===== src/rtl/uart_pkg.sv =====
// uart_pkg: shared UART state encoding and parameter range limits for the RX and TX sides
package uart_pkg;

    typedef enum logic [2:0] {
        IDLE       = 3'd0,
        START      = 3'd1,
        DATA       = 3'd2,
        PARITY     = 3'd3,
        STOP       = 3'd4,
        CLEANUP    = 3'd5,
        BREAK_WAIT = 3'd6
    } uart_state_t;

    localparam int CLKS_PER_BIT_MIN = 4;
    localparam int CLKS_PER_BIT_MAX = 65535;
    localparam int DATA_BITS_MIN    = 5;
    localparam int DATA_BITS_MAX    = 9;
    localparam int STOP_BITS_MIN    = 1;
    localparam int STOP_BITS_MAX    = 2;

endpackage


===== src/rtl/uart_rx_sync.sv =====
// uart_rx_sync: two-flop synchroniser for the idle-high serial line
module uart_rx_sync (
    input  logic clk,
    input  logic rst,
    input  logic d,
    output logic q
);

    logic meta;

    // Reset to the idle level so a reset never looks like a start bit
    always_ff @(posedge clk) begin
        if (rst) {q, meta} <= 2'b11;
        else     {q, meta} <= {meta, d};
    end

endmodule


===== src/rtl/uart_rx_ext.sv =====
// uart_rx_ext: UART receiver with frame-error and break detection; parity check enabled by UART_RX_EXT_PARITY_EN
module uart_rx_ext
    import uart_pkg::*;
#(
    parameter int CLKS_PER_BIT = 868,
    parameter int DATA_BITS    = 8,
    parameter int STOP_BITS    = 1,
    parameter int PARITY_ODD   = 0
) (
    input  logic                 i_Clock,
    input  logic                 i_Reset,
    input  logic                 i_RX_Serial,
    output logic                 o_RX_DV,
    output logic [DATA_BITS-1:0] o_RX_Byte,
    output logic                 o_Frame_Err,
    output logic                 o_Parity_Err,
    output logic                 o_Break,
    output logic                 o_Busy
);

    localparam int CW = $clog2(CLKS_PER_BIT);
    localparam int IW = $clog2(DATA_BITS);
    localparam logic [CW-1:0] LAST = CW'(CLKS_PER_BIT - 1);
    localparam logic [CW-1:0] HALF = CW'((CLKS_PER_BIT - 1) / 2);

    uart_state_t          state, state_next;
    logic                 rx;
    logic [CW-1:0]        count;
    logic [IW-1:0]        bit_idx;
    logic                 stop_idx;
    logic [DATA_BITS-1:0] shift;
    logic                 frame_acc;
    logic                 all_zero;
    logic                 tick, mid, last_bit, stop_last;

    uart_rx_sync u_sync (
        .clk(i_Clock),
        .rst(i_Reset),
        .d  (i_RX_Serial),
        .q  (rx)
    );

    assign tick      = count == LAST;
    assign mid       = count == HALF;
    assign last_bit  = bit_idx == IW'(DATA_BITS - 1);
    assign stop_last = (STOP_BITS == 1) || stop_idx;
    assign o_Busy    = state != IDLE;
    assign o_Break   = state == BREAK_WAIT;

    // State register
    always_ff @(posedge i_Clock) begin
        if (i_Reset) state <= IDLE;
        else         state <= state_next;
    end

    // Next-state logic; a frame of all-zero samples with a bad stop bit is a break
    always_comb begin
        state_next = state;
        case (state)
            IDLE:       state_next = rx ? IDLE : START;
            START:      if (mid) state_next = rx ? IDLE : DATA;
`ifdef UART_RX_EXT_PARITY_EN
            DATA:       if (tick && last_bit) state_next = PARITY;
            PARITY:     if (tick) state_next = STOP;
`else
            DATA:       if (tick && last_bit) state_next = STOP;
`endif
            STOP:       if (tick && stop_last) state_next = CLEANUP;
            CLEANUP:    state_next = (o_Frame_Err && all_zero) ? BREAK_WAIT : IDLE;
            BREAK_WAIT: if (rx) state_next = IDLE;
            default:    state_next = IDLE;
        endcase
    end

`ifdef UART_RX_EXT_PARITY_EN
    logic par_err;
`else
    assign o_Parity_Err = 1'b0;
`endif

    // Bit timing, sampling, and result registers; results load on the last stop sample
    always_ff @(posedge i_Clock) begin
        if (i_Reset) begin
            count       <= '0;
            bit_idx     <= '0;
            stop_idx    <= 1'b0;
            shift       <= '0;
            frame_acc   <= 1'b0;
            all_zero    <= 1'b1;
            o_RX_DV     <= 1'b0;
            o_RX_Byte   <= '0;
            o_Frame_Err <= 1'b0;
`ifdef UART_RX_EXT_PARITY_EN
            par_err      <= 1'b0;
            o_Parity_Err <= 1'b0;
`endif
        end else begin
            o_RX_DV <= 1'b0;
            case (state)
                START: count <= mid ? '0 : count + CW'(1);
                DATA: begin
                    count <= tick ? '0 : count + CW'(1);
                    if (tick) begin
                        shift    <= {rx, shift[DATA_BITS-1:1]};
                        bit_idx  <= bit_idx + IW'(1);
                        all_zero <= all_zero & ~rx;
                    end
                end
`ifdef UART_RX_EXT_PARITY_EN
                PARITY: begin
                    count <= tick ? '0 : count + CW'(1);
                    if (tick) begin
                        par_err  <= ^shift ^ rx ^ (PARITY_ODD != 0);
                        all_zero <= all_zero & ~rx;
                    end
                end
`endif
                STOP: begin
                    count <= tick ? '0 : count + CW'(1);
                    if (tick) begin
                        stop_idx  <= ~stop_idx;
                        frame_acc <= frame_acc | ~rx;
                        all_zero  <= all_zero & ~rx;
                        if (stop_last) begin
                            o_RX_DV     <= 1'b1;
                            o_RX_Byte   <= shift;
                            o_Frame_Err <= frame_acc | ~rx;
`ifdef UART_RX_EXT_PARITY_EN
                            o_Parity_Err <= par_err;
`endif
                        end
                    end
                end
                CLEANUP: count <= '0;
                default: begin
                    count     <= '0;
                    bit_idx   <= '0;
                    stop_idx  <= 1'b0;
                    frame_acc <= 1'b0;
                    all_zero  <= 1'b1;
                end
            endcase
        end
    end

endmodule


===== config.mk =====
export PLATFORM = sky130hd
export DESIGN_NAME = uart_rx_ext
export DESIGN_NICKNAME = d
export VERILOG_FILES = /design/src/rtl/uart_pkg.sv /design/src/rtl/uart_rx_sync.sv /design/src/rtl/uart_rx_ext.sv
export SDC_FILE = /design/constraint.sdc
export NUM_CORES = 1
export LEC_CHECK = 0
export BUFFER_PORTS_ARGS = -buffer_cell sky130_fd_sc_hd__clkbuf_2
export CORE_UTILIZATION = 55
export CTS_BUF_LIST = sky130_fd_sc_hd__clkbuf_8
export DETAILED_ROUTE_END_ITERATION = 8
export PLACE_DENSITY = 0.88
export SLEW_MARGIN = 30
export SYNTH_ARGS = -nofsm -noshare
export SYNTH_HDL_FRONTEND = slang
export SYNTH_SLANG_ARGS = --single-unit

===== constraint.sdc =====
create_clock -name i_Clock -period 1.6 [get_ports i_Clock]
set_input_delay 0.4 -clock i_Clock [delete_from_list [all_inputs] [get_ports i_Clock]]
set_output_delay 0.4 -clock i_Clock [all_outputs]
set_load 0.03 [all_outputs]

After elaboration in Yosys (flattened, before gate mapping) --
Index checks and enable logic that the tools add are counted.
Word-level totals: register bits after elaboration 38, input port bits 3, output and inout bits 13, logic and storage cells 67
Cells by class: add/subtract/negate cells 2, equality and inequality tests 14, muxes and demuxes 18, bitwise gates (word level) 7, reduce and logical (&&, ||, !) cells 15
Operators with widths (number):
- $mux 10 | 2
- $pmux 10 s2 | 1
- $mux 3 | 6
- $pmux 3 s6 | 1
- $eq 3x3->1 const B | 4
- $add 10x1->10 const B | 1
- $eq 10x10->1 const B | 1
- $eq 10x9->1 const B | 1
- $reduce_and 2->1 | 5
- $ne 2x2->1 const B | 4
- $pmux 3 s2 | 1
- $reduce_or 2->1 | 3
- $reduce_or 3->1 | 2
- $not 1->1 | 5
- $mux 1 | 4
- $ne 2x1->1 const B | 2
- $pmux 1 s2 | 2
- $reduce_and 4->1 | 1
- $add 3x1->3 const B | 1
- $eq 3x1->1 const B | 1
- $eq 3x2->1 const B | 1
- $logic_not 3->1 | 1
- $reduce_bool 3->1 | 1
- $logic_and 1x1->1 | 2
- 3 further kinds | 3

Longest topological paths before layout --
depth in word-level cells 4, gate-level depth with buffers 7

Cells and area by module --
A second synthesis with hierarchy kept.
Unflattened totals: cell total of the unflattened synthesis 188, area total of the unflattened synthesis 1765.4 µm²
Modules (own cells, without submodules):
- uart_rx_ext | instances 1, cells each 184, area an instance 1712.9 µm²
- uart_rx_sync | instances 1, cells each 4, area an instance 52.6 µm²

Least setup slack after synthesis --
OpenSTA, ideal clock, no wires.
path type register to output, start point reg state[1], end point out o_Break, arrival time 1464 ps, data required time 1200 ps, path slack -264 ps, cell stages (with the launch flop) 4, cells stage by stage dfxtp_1 buf_2 clkbuf_1 nor3b_1
Between the ends: longest elaborated chain between the ends 1
RTL lines:
- start: declaration | line uart_rx_ext.sv:26 | uart_state_t state, state_next;
- start signal: assignment | line uart_rx_ext.sv:53 | else state <= state_next;
- $eq 3x3->1 | line uart_rx_ext.sv:48 | assign o_Break = state == BREAK_WAIT;
- end: declaration | line uart_rx_ext.sv:17 | output logic o_Break,
Every way passes these cells.

Worst setup path after layout --
start point reg count[3], end point reg o_RX_Byte[7]
Between the ends: longest elaborated chain between the ends 2
RTL lines:
- start: declaration | line uart_rx_ext.sv:28 | logic [CW-1:0] count;
- start signal: assignment | line uart_rx_ext.sv:100 | START: count <= mid ? '0 : count + CW'(1);
- start signal: assignment | line uart_rx_ext.sv:102 | count <= tick ? '0 : count + CW'(1);
- start signal: assignment | line uart_rx_ext.sv:119 | count <= tick ? '0 : count + CW'(1);
- $eq 10x10->1 | line uart_rx_ext.sv:43 | assign tick = count == LAST;
- $reduce_and 2->1 (no line)
- end signal: assignment | line uart_rx_ext.sv:126 | o_RX_Byte <= shift;
- end: declaration | line uart_rx_ext.sv:14 | output logic [DATA_BITS-1:0] o_RX_Byte,
Every way passes these cells. A chain may end at the register's enable or synchronous reset.

==> run_results.csv <==
group,metric,value,unit
status,status,"complete, but fails checks",
status,violations,"negative setup slack",
synthesis,synth_edf_count,0,
cells_and_area,antenna_cells,0,
floorplan,pin_count,16,
worst_setup_path,worstSetupEndpointType,"flop",
global_route,grt_max_degree,31,
pwr,power_density,1288,nW/um^2
pwr,leakage,0.001110,uW
timing,fin_crit_sh,112.6,%
floorplan,die_h,59.79,um
timing,report.final.slew_viol_count,0,
route,drc_errors,0,
cts,clk_pin_slew_worst_paths,0.09,ns
timing,fin_ws,-0.2019,ns
route,avgViaCountPerCell,6.330,
route,initialDrtViolationCount,88,
synthesis,async_flop_share,0,%
min_path,worstHoldPathCells,2,
floorplan,die-area,3575,sq um
global_route,grt_pass1_vias,1453,
place,gp_congestion,0.8883,
synthesis,syn_nets,191,
floorplan,placementRows,20,
pwr,max-vdd-ir-drop,1242,uV
timing,whs,0.2801,ns
worst_setup_path,path_class,"flop to flop",
timing,setup_viol,21,
worst_setup_path,rr_worst_depth,7,
synthesis,synthCells,184,
global_route,grt_usage,25.57,%
synthesis,synth_area,1837,sq um
cts,cts-root-buf,"clkbuf_8",
place,dpl.hpwl,2.698,mm
route,wl_per_cell,22.71,um
cts,cts-buffers-inserted,5,
global_route,antenna_found_initial,1,
flow_run,maxCapViolations,0,
route,detail-route-antenna-nets,0,
timing,fin_tns_setup,-1.634,ns
synthesis,synth-main-ff-cell,"dfxtp_1",
synthesis,post-synth-top-area-cell,"dfxtp_1",
cells_and_area,nFillCells,162,
worst_setup_path,cp.required,1.78,ns
min_path,min_path_type,"primary input to flop",
timing,hold_violations,0,
cells_and_area,area_growth,37.33,%
timing,fmax,555.0,MHz
route,wirelength,6.133,mm
timing,rsz0062_at_grt,"yes",
timing,finalCriticalPeriod,1.802,ns
timing,skew,0.01427,ns
route,vias,1709,
route,first_pass_iters,7,
floorplan,core,3103,sq um
place,dp.cells,247,
floorplan,die_x,59.79,um
global_route,grt_overflow,0,
cts,clk_latency,0.31,ns
synthesis,netlist.area_leader.share,41.42,%
cells_and_area,layout.area.seq,772.0,sq um
synthesis,ys_seq_elements,38,
synthesis,yosysSeqAreaShare,41.42,%
cts,clkSinkCount,38,
pwr,total_power,3250,uW
cells_and_area,fin_cells,270,
cells_and_area,nets,232,
cells_and_area,multi_input_area,1150,sq um
worst_setup_path,arrival,1.98,ns
worst_setup_path,crit_fanout,5,
synthesis,yosys_warnings,0,
global_route,grt_pass1_wl,6.617,mm
worst_setup_path,crit_path_start_kind,"flop",
synthesis,ys_top_cells_by_area,"dfxtp_1 41%, mux2i_1 10%, nor3_2 5.4%, nor2_1 4.3%, xnor2_1 3.8%",
cts,cts.path.max_buffers,2,
place,io_buffers,14,
cts,postCtsHoldBufs,0,
cts,cts_max_level,2,
synthesis,synth.distinct_cells,48,
cts,cts_tree,"yes",
cells_and_area,layout-drive-gt1-share,45.13,%
synthesis,synth.avg_cell_area,9.982,sq um
floorplan,start_util,59.19,%
## cell usage after synthesis, types with 2 or more instances
library cell,instances
nor2_1,21
buf_2,3
and3_1,2
nor3b_1,2
xor2_1,3
nand3_1,6
o32ai_1,2
and4bb_2,2
nand2_1,4
or3_1,2
inv_1,4
a21oi_1,2
dfxtp_1,38
nor4_1,2
a211o_1,2
nor3_1,2
mux2i_1,19
buf_4,5
ha_1,4
o21ai_0,3
nand4_1,4
clkbuf_1,7
xnor2_1,8
nand2b_1,3
nor3_2,10
or2_2,2
## routing by layer
layer | GRT usage [%] | wire [um] | up-vias | part of all wire, %
met3 | 7.359 | 558 | 39 | 9.1
met4 | 12.62 | 303 | 0 | 4.9
li1 | - | - | 729 | -
met2 | 41.59 | 3020 | 116 | 49
met5 | 0 | 0 | - | 0
met1 | 30.76 | 2250 | 825 | 37
## worst paths after layout
path                    start      endpoint  slack (ns)
hold reg to reg      shift[0]  o_RX_Byte[0]        0.51
setup reg to reg     count[3]  o_RX_Byte[7]       -0.20
setup / recovery     count[3]  o_RX_Byte[7]       -0.20
hold / removal    i_RX_Serial   u_sync.meta        0.28
## report_power, final
group          internal (uW)  switching, uW  total, uW
Sequential              1010           73.5       1090
Clock                    347            376        723
Combinational            675            767       1440
Total                   2030           1220       3250
## layout make-up
type                            instances  share of cell area [%]
Sequential cell                        38                   30.61
Inverter                                4                  0.5952
Multi-Input combinational cell        126                   45.59
Tap cell                               44                   2.183
Clock inverter                          2                  0.4960
Clock buffer                            6                   3.274
Timing Repair Buffer                   50                   17.26
## layout by cell type, fill, tap and decap left out, types with 3 or more instances in the layout
cell and instances:
buf_4 24, buf_6 9, clkbuf_2 12, clkbuf_8 7
dfxtp_1 31, dfxtp_2 6, ha_1 3, mux2i_1 18
nand2_1 4, nand2b_1 3, nand3_1 5, nand4_1 4
nor2_1 19, nor3_2 3, nor3_4 7, o21ai_0 3
xnor2_1 7, xor2_1 3
## sequential cells by signal, indices dropped and copies added, names as in the netlist
register,flops
u_sync.q,1
u_sync.meta,1
count,10
frame_acc,1
all_zero,1
shift,8
o_RX_Byte,8
state,3
bit_idx,3
o_RX_DV,1
o_Frame_Err,1
## metrics by stage
stage	setup WS [ns]	util, %	cell area [sq um]
3_3_place_gp	0.07439	66.37	2059
2_1_floorplan	0.01983	-	1842
3_5_place_dp	-0.01186	66.37	2059
4_1_cts	-0.1035	72.18	2240
5_1_grt	-0.2034	81.29	2522
6_report	-0.2019	81.29	2522
## worst max-delay path: stages, from the launching register on
cell and delay [ns]:
dfxtp_2 0.34, nor3b_4 0.32, buf_6 0.16, buf_6 0.09, nand4_1 0.16, buf_6 0.20
mux2i_2 0.27, nor2_1 0.13
## cells by family (layout without fill, tap and decap cells)
logic type / count (synthesis) / count (layout) / share of synthesized area (%)
adders and majority gates: 4 / 4 / 2.725
other: 1 / 1 / 0.2042
DFF: 38 / 38 / 41.42
xor gates and xnor gates: 11 / 11 / 5.246
muxes: 19 / 19 / 10.35
AOI/OAI and AO/OA: 20 / 20 / 9.198
and+or+nand+nor: 71 / 71 / 25.14
buffers and inverters: 20 / 62 / 5.722
## timing repair
| item | 4_1_cts | 5_1_grt |
|---|---|---|
| setup endpoints to repair | 20 | 35 |
| pin swaps | 1 | 20 |
| gates resized for setup | 14 | 44 |
| gates cloned | 0 | 2 |
| buffers inserted | 4 | 9 |
| hold endpoints to repair | 0 | 0 |
Note: power is estimated with default switching activity, not from simulation.
